$ cat src/rtl/oled_screen_driver.sv
// SSD1306 128x64 OLED driver: power-up reset sequencing, fixed init command list, then an
// endless horizontal-addressing frame refresh over 4-wire SPI from a pipelined pixel source.
module oled_screen_driver #(
  parameter logic [31:0] STARTUP_WAIT = 32'd10_000_000,
  parameter logic [7:0]  SPI_DIV      = 8'd1,
  parameter int          READ_LATENCY = 2
) (
  input  logic       clk,
  input  logic       reset,
  input  logic [7:0] pixelData,
  output logic [9:0] pixelAddress,
  output logic       frameDone,
  output logic       ioSclk,
  output logic       ioSdin,
  output logic       ioCs,
  output logic       ioDc,
  output logic       ioReset
);

  localparam logic [2:0] PWR_HI   = 3'd0;
  localparam logic [2:0] PWR_LO   = 3'd1;
  localparam logic [2:0] PWR_WAIT = 3'd2;
  localparam logic [2:0] LOAD_CMD = 3'd3;
  localparam logic [2:0] SEND     = 3'd4;
  localparam logic [2:0] FETCH    = 3'd5;

  localparam logic [4:0] INIT_LEN   = 5'd20;
  localparam logic [7:0] FETCH_LAST = 8'(READ_LATENCY);

  logic [2:0]  state;
  logic [31:0] waitCnt;
  logic [7:0]  divCnt;
  logic [7:0]  fetchCnt;
  logic [2:0]  bitCnt;
  logic [4:0]  cmdIdx;
  logic [7:0]  shiftReg;
  logic [7:0]  romByte;
  logic        waitDone;
  logic        divDone;

  assign waitDone = (waitCnt == STARTUP_WAIT - 32'd1);
  assign divDone  = (divCnt == SPI_DIV - 8'd1);

  always_comb begin
    unique case (cmdIdx)
      5'd0:    romByte = 8'hAE;
      5'd1:    romByte = 8'h81;
      5'd2:    romByte = 8'h7F;
      5'd3:    romByte = 8'hA6;
      5'd4:    romByte = 8'h20;
      5'd5:    romByte = 8'h00;
      5'd6:    romByte = 8'hC8;
      5'd7:    romByte = 8'h40;
      5'd8:    romByte = 8'hA1;
      5'd9:    romByte = 8'hA8;
      5'd10:   romByte = 8'h3F;
      5'd11:   romByte = 8'hD5;
      5'd12:   romByte = 8'h80;
      5'd13:   romByte = 8'hD3;
      5'd14:   romByte = 8'h00;
      5'd15:   romByte = 8'hDA;
      5'd16:   romByte = 8'h12;
      5'd17:   romByte = 8'h8D;
      5'd18:   romByte = 8'h14;
      default: romByte = 8'hAF;
    endcase
  end

  always_ff @(posedge clk or posedge reset) begin
    if (reset) begin
      state        <= PWR_HI;
      waitCnt      <= '0;
      divCnt       <= '0;
      fetchCnt     <= '0;
      bitCnt       <= '0;
      cmdIdx       <= '0;
      shiftReg     <= '0;
      pixelAddress <= '0;
      frameDone    <= 1'b0;
      ioSclk       <= 1'b1;
      ioSdin       <= 1'b0;
      ioCs         <= 1'b1;
      ioDc         <= 1'b0;
      ioReset      <= 1'b1;
    end else begin
      frameDone <= 1'b0;
      case (state)
        PWR_HI, PWR_LO, PWR_WAIT: begin
          waitCnt <= waitDone ? 32'd0 : waitCnt + 32'd1;
          if (waitDone) begin
            if (state == PWR_HI) begin
              state   <= PWR_LO;
              ioReset <= 1'b0;
            end else if (state == PWR_LO) begin
              state   <= PWR_WAIT;
              ioReset <= 1'b1;
            end else begin
              state <= LOAD_CMD;
              ioCs  <= 1'b0;
            end
          end
        end
        LOAD_CMD: begin
          shiftReg <= romByte;
          ioSdin   <= romByte[7];
          ioSclk   <= 1'b0;
          ioDc     <= 1'b0;
          bitCnt   <= 3'd7;
          divCnt   <= '0;
          cmdIdx   <= cmdIdx + 5'd1;
          state    <= SEND;
        end
        SEND: begin
          if (!divDone) begin
            divCnt <= divCnt + 8'd1;
          end else begin
            divCnt <= '0;
            if (!ioSclk) begin
              ioSclk <= 1'b1;
            end else if (bitCnt != 3'd0) begin
              ioSclk   <= 1'b0;
              ioSdin   <= shiftReg[6];
              shiftReg <= {shiftReg[6:0], 1'b0};
              bitCnt   <= bitCnt - 3'd1;
            end else begin
              // Byte finished; ioDc tells whether we were in the data phase
              fetchCnt <= '0;
              if (ioDc) begin
                pixelAddress <= pixelAddress + 10'd1;
                frameDone    <= (pixelAddress == 10'd1023);
                state        <= FETCH;
              end else if (cmdIdx < INIT_LEN) begin
                state <= LOAD_CMD;
              end else begin
                ioDc  <= 1'b1;
                state <= FETCH;
              end
            end
          end
        end
        FETCH: begin
          if (fetchCnt == FETCH_LAST) begin
            shiftReg <= pixelData;
            ioSdin   <= pixelData[7];
            ioSclk   <= 1'b0;
            bitCnt   <= 3'd7;
            divCnt   <= '0;
            state    <= SEND;
          end else begin
            fetchCnt <= fetchCnt + 8'd1;
          end
        end
        default: state <= PWR_HI;
      endcase
    end
  end

endmodule

$ cat config.mk
export PLATFORM = sky130hd
export DESIGN_NAME = oled_screen_driver
export DESIGN_NICKNAME = d
export VERILOG_FILES = /design/src/rtl/oled_screen_driver.sv
export SDC_FILE = /design/constraint.sdc
export NUM_CORES = 1
export LEC_CHECK = 0
export CORE_MARGIN = 2
export CORE_UTILIZATION = 57
export CTS_CLUSTER_SIZE = 25
export DETAILED_ROUTE_END_ITERATION = 8
export DONT_BUFFER_PORTS = 1
export PLACE_DENSITY = 0.75
export SLEW_MARGIN = 20
export SYNTH_ARGS = -nofsm -noshare
export SYNTH_HDL_FRONTEND = slang
export SYNTH_SLANG_ARGS = --single-unit
$ cat constraint.sdc
create_clock -name clk -period 2.5 [get_ports clk]
set_input_delay 0.5 -clock clk [delete_from_list [all_inputs] [get_ports clk]]
set_output_delay 0.5 -clock clk [all_outputs]
set_load 0.1 [all_outputs]
# [Word-level counts from Yosys, hierarchy flattened]
# Memory sizes are Yosys's and may differ from the RTL's.
# Index checks and enable logic that the tools add are counted.
[totals] reg_bits=82 rom_bits=256 inputBits=10 out_inout_bits=16 word_cells=109 memories=1
[memory_table] memory="(name not given)" words=32 width=8 rd=1 rd_clocked_by_memory_dff=0 write_ports=0 line_no="45" rtl="unique case (cmdIdx)"
[op_classes] n_addsub=6 magnitude_cmp=1 n_eq_ne=15 muxes=52 bitwise_logic=3 reduce_logical=17
[op_table] op="2-to-1 mux 8 bit" count=6
[op_table] op="2-to-1 mux 3 bit" count=11
[op_table] op="adder 32 x 1 -> 32 bit (second input constant)" count=1
[op_table] op="== test 32 x 24 -> 1 bit (second input constant)" count=1
[op_table] op="2-to-1 mux 32 bit" count=1
[op_table] op="2-to-1 mux 7 bit" count=4
[op_table] op="one-hot mux 8 bit (3 select lines)" count=1
[op_table] op="2-to-1 mux 1 bit" count=21
[op_table] op="one-hot mux 7 bit (3 select lines)" count=1
[op_table] op="AND reduction 5 bit" count=4
[op_table] op="adder 8 x 1 -> 8 bit (second input constant)" count=2
[op_table] op="one-hot mux 8 bit (2 select lines)" count=1
[op_table] op="!= test 2 bit (second input constant)" count=7
[op_table] op="one-hot mux 3 bit (4 select lines)" count=1
[op_table] op="adder 10 x 1 -> 10 bit (second input constant)" count=1
[op_table] op="== test 10 bit (second input constant)" count=1
[op_table] op="one-hot mux 3 bit (3 select lines)" count=1
[op_table] op="== test 8 x 2 -> 1 bit (second input constant)" count=1
[op_table] op="logical NOT 8 bit" count=1
[op_table] op="AND reduction 4 bit" count=2
[op_table] op="== test 3 x 2 -> 1 bit (second input constant)" count=2
[op_table] op="== test 3 bit (second input constant)" count=2
[op_table] op="one-hot mux 1 bit (3 select lines)" count=2
[op_table] op="AND reduction 3 bit" count=2
[op_table] op="other kinds (12)" count=17

# [Longest topological paths before layout]
# Gate-level depths: netlist (run 1).
[depth] depth_word=7 mapped_depth=9

# [Least setup slack after synthesis (run 1)]
# Ideal clock, no wire load.
[synth_path] path_kind="register -> register" from="register ioSclk" to="register pixelAddress[5]" setup_time_ns=0.159 arrival_time_ns=2.492 required_time_ns=2.341 path_slack_ns=-0.151 stages_incl_launch_ff=6 synth_period_minus_slack_ns=2.651 cell_sequence="dfstp_2 -> or4b_1 -> or4_1 -> nor3_1 -> nand2_1 -> xnor2_1"
[synth_between] elab_chain_len=1
[synth_rtl] element="start, declared" line_no="13" rtl="output logic ioSclk,"
[synth_rtl] element="start signal, assigned" line_no="80" rtl="ioSclk <= 1'b1;"
[synth_rtl] element="start signal, assigned" line_no="106" rtl="ioSclk <= 1'b0;"
[synth_rtl] element="start signal, assigned" line_no="119" rtl="ioSclk <= 1'b1;"
[synth_rtl] element="AND reduction 5 bit (no line)"
[synth_rtl] element="end signal, assigned" line_no="129" rtl="pixelAddress <= pixelAddress + 10'd1;"
[synth_rtl] element="end, declared" line_no="11" rtl="output logic [9:0] pixelAddress,"
# No other way between the ends.
# A chain may end at the register's enable or synchronous reset.

# [Final worst setup path (run 1)]
[layout_path] from="register fetchCnt[0]" to="register shiftReg[2]"
[layout_between] elab_chain_len=3
[layout_rtl] element="start, declared" line_no="33" rtl="logic [7:0] fetchCnt;"
[layout_rtl] element="start signal, assigned" line_no="150" rtl="fetchCnt <= fetchCnt + 8'd1;"
[layout_rtl] element="== test 8 x 2 -> 1 bit" line_no="142" rtl="if (fetchCnt == FETCH_LAST) begin"
[layout_rtl] element="!= test 2 bit (no line)"
[layout_rtl] element="AND reduction 5 bit (no line)"
[layout_rtl] element="end signal, assigned" line_no="104" rtl="shiftReg <= romByte;"
[layout_rtl] element="end signal, assigned" line_no="123" rtl="shiftReg <= {shiftReg[6:0], 1'b0};"
[layout_rtl] element="end signal, assigned" line_no="143" rtl="shiftReg <= pixelData;"
[layout_rtl] element="end, declared" line_no="36" rtl="logic [7:0] shiftReg;"
# No other way between the ends.

==> impl_metrics.json, run 1 <==
{
  "drc": 0,
  "timing.final.crit_share_pct": 95.9,
  "finalPower_w": 0.00227,
  "die_w_um": 92.6,
  "maxCapViolCount": 0,
  "n_antenna_cell": 0,
  "setup_viol": 0,
  "fillCellCount": 626,
  "row_count": 32,
  "grt_usage_pct": 22.6,
  "yosys_most_used_dff": "dfrtp_1",
  "portBuffers": 0,
  "antenna_left": 0,
  "core_area_um2": 7690,
  "syn_inst": 449,
  "worst_ep_required_time_ps": 2750,
  "fmax_ghz": 0.417,
  "synth_area_um2": 4480,
  "vdd_drop_max_mv": 0.309,
  "path_max_fanout": 11,
  "dieHeight_um": 92.6,
  "drtPass1Iterations": 4,
  "clock_sinks": 82,
  "hp-class": "in2async",
  "cts_tree": "done",
  "critPathLaunchType": "flip-flop",
  "htree_num_levels": 3,
  "cts-root-buf": "clkbuf_8",
  "period_needed_ps": 2400,
  "synth-edff-count": 0,
  "worstSkewPairLatency_ps": 360,
  "status": "complete, no violations",
  "vias": 3312,
  "synth_seq_area_share_pct": 45.9,
  "avgSynthCellArea_um2": 9.97,
  "endpoint_kind": "flip-flop",
  "grt_first_pass_wirelength_um": 15300,
  "pre_cts_ws_ps": 103,
  "nets": 503,
  "syn_to_final_growth_pct": 11.9,
  "wl_um": 8920,
  "grt_max_degree": 83,
  "ys_async_sr_fraction_pct": 100,
  "path_class": "reg2reg",
  "setup_slack_ps": 102,
  "ys_types": 54,
  "holdWs_ps": 114,
  "cts.clk_slew.worst_paths_ps": 90,
  "boundaryPins": 26,
  "gp_congestion": 0.892,
  "die_area_um2": 8580,
  "viasPerCell": 5.67,
  "timing.critical_path.arrival_ps": 2650,
  "worst_slew_pin_slew_ps": 898,
  "hold_buffers": 0,
  "power_density_nw_per_um2": 452,
  "final-hold-violation-count": 0,
  "clockBufferDepth": 2,
  "drtIter0Drc": 133,
  "antenna_found_initial": 0,
  "p_leak_nw": 2.27,
  "syn_nets": 475,
  "slew_headroom_pct": 40.1,
  "finalMaxSlewViolations": 0,
  "ys.warnings.count": 0,
  "drive_gt1_share_pct": 17.2,
  "overflow": 0,
  "synth-seq-cells": 82,
  "tns_ps": 0,
  "post-dp-hpwl_um": 6390,
  "fin_skew_ps": 10.1,
  "start_util_pct": 58.2,
  "wire_per_inst_um": 15.3,
  "grt_pass1_vias": 3259,
  "numCtsBuffers": 9
}
==> cells in the final DEF, fill, tap and decap left out, types with 3 or more instances in the layout <==
cell | synthesis | layout
nand4_1 | 11 | 11
nand3_1 | 20 | 20
mux2_2 | 16 | 16
o21a_1 | 3 | 3
and3_1 | 14 | 14
and4_1 | 3 | 3
dfrtp_1 | 79 | 79
a21oi_1 | 10 | 10
o211ai_1 | 3 | 3
a31oi_1 | 3 | 3
or4_1 | 3 | 3
clkbuf_8 | 0 | 11
nand2b_1 | 5 | 5
nor3_1 | 5 | 4
mux2i_1 | 10 | 10
nor2_1 | 39 | 39
nor2b_1 | 3 | 3
xnor2_1 | 24 | 24
ha_1 | 16 | 16
nand2_1 | 46 | 46
buf_4 | 0 | 32
xor2_1 | 23 | 23
inv_1 | 17 | 16
o21ai_0 | 25 | 25
o31ai_1 | 6 | 6
a211oi_1 | 3 | 3
or3_1 | 5 | 5
nor4_1 | 8 | 7
==> cell usage after synthesis (all sizes together) (2+ instances only) <==
cell | number | area share, %
dfrtp | 79 | 44
nand2 | 46 | 3.9
nor2 | 39 | 3.3
o21ai | 26 | 3.0
xnor2 | 24 | 4.7
xor2 | 23 | 4.5
nand3 | 20 | 2.2
inv | 17 | 1.4
ha | 16 | 4.5
mux2 | 16 | 4.0
and3 | 14 | 2.0
a21oi | 11 | 1.3
nand4 | 11 | 1.5
mux2i | 10 | 2.2
nor4 | 10 | 2.1
clkbuf | 9 | 0.75
buf | 8 | 1.1
o31ai | 6 | 1.0
nand2b | 5 | 0.70
nor3 | 5 | 0.56
or3 | 5 | 0.70
a211oi | 3 | 0.50
a31oi | 3 | 0.42
and4 | 3 | 0.59
dfstp | 3 | 1.8
nor2b | 3 | 0.42
o211ai | 3 | 0.50
o21a | 3 | 0.50
or4 | 3 | 0.50
or4b | 3 | 0.75
a21o | 2 | 0.34
a221o | 2 | 0.45
o221ai | 2 | 0.39
or2 | 2 | 0.28
==> metrics by stage <==
step / std cells / area, um^2 / util (%)
finish: 584 / 5010 / 65.2
global route: 584 / 5010 / 65.2
CTS: 582 / 4990 / 64.9
detailed placement: 566 / 4800 / 62.5
global placement: 566 / 4800 / 62.5
floorplan: 449 / 4490 / -
==> timing repair <==
item,CTS,global route
endpoints found under the hold margin,0,0
setup endpoints to repair,0,10
setup buffers,0,2
gates resized for setup,0,1
==> layer usage <==
layer  share of wire [%]  GRT usage, %  routed length [um]
met1                  47          30.6                4150
met2                  47          35.0                4170
met3                 5.4          6.75                 480
met4                 1.3          7.60                 114
met5                   0             0                   0
==> final cells by class <==
class | count | area (um^2) | share of cell area [%]
multi-input combinational | 332 | 2280 | 45.6
inverter | 18 | 71.3 | 1.42
sequential | 82 | 2060 | 41.1
clock inverter | 5 | 36.3 | 0.724
timing repair buffer | 34 | 280 | 5.59
tap | 102 | 128 | 2.55
clock buffer | 11 | 151 | 3.02
==> cells by family after synthesis <==
logic type | Yosys count | synth area share, %
simple gates | 174 | 20.3
flops | 82 | 45.9
compound gates | 68 | 9.92
xor+xnor | 47 | 9.19
buf+inv | 35 | 3.38
mux | 27 | 6.76
fa+ha+maj | 16 | 4.47
==> power by group <==
| group | internal (W) | switching, W |
|---|---|---|
| clock network | 0.000419 | 0.000495 |
| logic | 0.00000392 | 0.0000249 |
| registers | 0.00133 | 0 |
==> state kept, by name, indices dropped and copies added, names as in the netlist, 3 cells and up <==
| name | count |
|---|---|
| divCnt | 8 |
| bitCnt | 3 |
| pixelAddress | 10 |
| cmdIdx | 5 |
| shiftReg | 7 |
| fetchCnt | 8 |
| state | 3 |
| waitCnt | 32 |
==> critical path, cell delays in order, from the launching register on <==
cell and delay, ps:
dfrtp_1 410, inv_1 70, ha_1 130, or4b_1 460
o41a_1 340, o21a_1 220, a21oi_2 160, buf_12 160
mux2_2 340
==> path summary, 6_finish.rpt <==
check	startpoint	slack [ps]	to	cells past startpoint
worst max register to register	fetchCnt[0]	100	shiftReg[2]	8
worst min register to register	waitCnt[31]	480	waitCnt[31]	1
worst min-delay path	reset	110	pixelAddress[6]	2
worst max-delay path	fetchCnt[0]	100	shiftReg[2]	8
min in group clk	pixelData[0]	440	shiftReg[0]	3
max in group asynchronous	reset	2020	ioSclk	2
Note: power is estimated with default switching activity, not from simulation.
==> inputs of run 2 (changes only) <==
CORE_MARGIN = 10   (was 2)
==> run 2 against run 1 <==
Sequential power is essentially flat. Routed wire length grew 5.2%. Setup slack better by 11 ps. Critical endpoint is now shiftReg[1]. Largest cell class unchanged. Highest routed layer unchanged.
==> impl_metrics.json, run 2 (synthesis results as in run 1) <==
{
  "slew_headroom_pct": 39.2,
  "n_antenna_cell": 0,
  "p_seq_share_pct": 58.4,
  "die_area_um2": 11800,
  "worst_slew_pin_slew_ps": 911,
  "timing.final.crit_share_pct": 95.5,
  "timing.critical_path.arrival_ps": 2620,
  "setup_viol": 0,
  "numCtsBuffers": 9,
  "grt_pass1_vias": 3359,
  "syn_to_final_growth_pct": 12.2,
  "largestRegisters": "waitCnt (32), pixelAddress (10)",
  "grt_usage_pct": 16.7,
  "final_common_cell": "dfrtp_1",
  "vdd_drop_max_mv": 0.287,
  "combPwrFrac_pct": 1.3,
  "clkPwrFrac_pct": 40.3,
  "portBuffers": 0,
  "post_cts.repair.setup_buffers": 0,
  "drive_gt1_share_pct": 17.6,
  "cts_tree": "done",
  "die_w_um": 109,
  "p_leak_nw": 2.26,
  "fmax_ghz": 0.419,
  "endpoint_kind": "flip-flop",
  "boundaryPins": 26,
  "antenna_left": 0,
  "overflow": 0,
  "post-dp-hpwl_um": 6770,
  "startpoint": "fetchCnt[0]",
  "antenna_found_initial": 0,
  "period_needed_ps": 2390,
  "final_cells": 586,
  "gp_congestion": 0.842,
  "cts_resized": 0,
  "cts-root-buf": "clkbuf_8",
  "finalMaxSlewViolations": 0,
  "p_sw_share_pct": 24.0,
  "grt_first_pass_wirelength_um": 15900,
  "rr_startpoint": "fetchCnt[0]",
  "critPathLaunchType": "flip-flop",
  "pre_cts_ws_ps": 99.5,
  "drc": 0,
  "layout_common_cells": "dfrtp_1 (79), nand2_1 (46), nor2_1 (39), buf_4 (34), o21ai_0 (25)",
  "viasPerCell": 5.76,
  "vias": 3375,
  "netSwitchingPower_w": 0.000544,
  "clockBufferDepth": 2,
  "largest_register_ff_count": 32,
  "core_area_um2": 7690,
  "status": "complete, no violations",
  "wire_per_inst_um": 16.0,
  "tns_ps": 0,
  "final-hold-violation-count": 0,
  "start_util_pct": 58.2,
  "htree_num_levels": 3,
  "hp-class": "in2async",
  "dieHeight_um": 109,
  "rsz0062_at_grt": "no",
  "power_density_nw_per_um2": 452,
  "setup_slack_ps": 113,
  "worstSkewPairLatency_ps": 360,
  "clock_sinks": 82,
  "holdWs_ps": 125,
  "cts.clk_slew.worst_paths_ps": 90,
  "wl_um": 9390,
  "dp.cells": 570,
  "maxCapViolCount": 0,
  "drtIter0Drc": 141,
  "regMostFlops": "waitCnt",
  "drtPass1Iterations": 5,
  "row_count": 32,
  "nets": 505,
  "hold_buffers": 0,
  "fin_skew_ps": 14.0,
  "p_int_w": 0.00173,
  "grt_max_degree": 83,
  "path_max_fanout": 11,
  "worst_ep_required_time_ps": 2740,
  "path_class": "reg2reg"
}
run 2: changes by cell type in the layout (fill, tap and decap cells not counted):
cell        previous run  this run
clkinvlp_4             1         4
buf_4                 32        34
clkinv_2               2         0
clkinv_4               2         1
clkbuf_8              11        10
inv_6                  1         2
run 2: power by group through the flow:
stage	Sequential, W	Combinational [W]	Clock [W]
floorplan	0.00135	0.0000198	0
detailed placement	0.00135	0.0000312	0
finish	0.00133	0.0000287	0.000916
global placement	0.00135	0.0000310	0
CTS	0.00133	0.0000313	0.000937
global route	0.00133	0.0000338	0.000994
run 2: area by class of cell:
type / count / area, um^2
clock buffer: 10 / 138
clock inverter: 6 / 48.8
fill: 639 / 2660
inverter: 18 / 71.3
multi-input combinational: 332 / 2280
sequential: 82 / 2060
tap: 102 / 128
timing repair buffer: 36 / 295
run 2: metal layers:
| layer | track usage (%) | vias to the layer above | share of wire [%] |
|---|---|---|---|
| met5 | 0 | - | 0 |
| met4 | 6.12 | 0 | 1.7 |
| met3 | 4.25 | 15 | 5.0 |
| met2 | 26.9 | 56 | 48 |
| met1 | 21.2 | 1659 | 45 |
| li1 | - | 1645 | - |
run 2: path summary, 6_finish.rpt:
kind                                   end  slack [ps]  cells after the start
min in group clk               shiftReg[0]         460                      3
max                            shiftReg[1]         110                      8
min reg2reg                    waitCnt[31]         500                      1
max in group asynchronous          ioReset        2020                      2
max reg2reg                    shiftReg[1]         110                      8
min                        pixelAddress[7]         120                      2
run 2: per-stage QoR:
stage	total power (W)	utilization [%]	cell area, um^2
4_1_cts	0.00229	65.3	5020
6_report	0.00227	65.4	5020
5_1_grt	0.00235	65.4	5020
3_5_place_dp	0.00138	62.9	4830
2_1_floorplan	0.00137	-	4490
3_3_place_gp	0.00138	62.9	4830
run 2: worst max-delay path: stages (launching register included):
cell     delay, ps
dfrtp_1        390
inv_1           60
ha_1           120
or4b_1         470
o41a_1         360
o21a_1         210
a21oi_2        150
buf_12         150
mux2_2         330
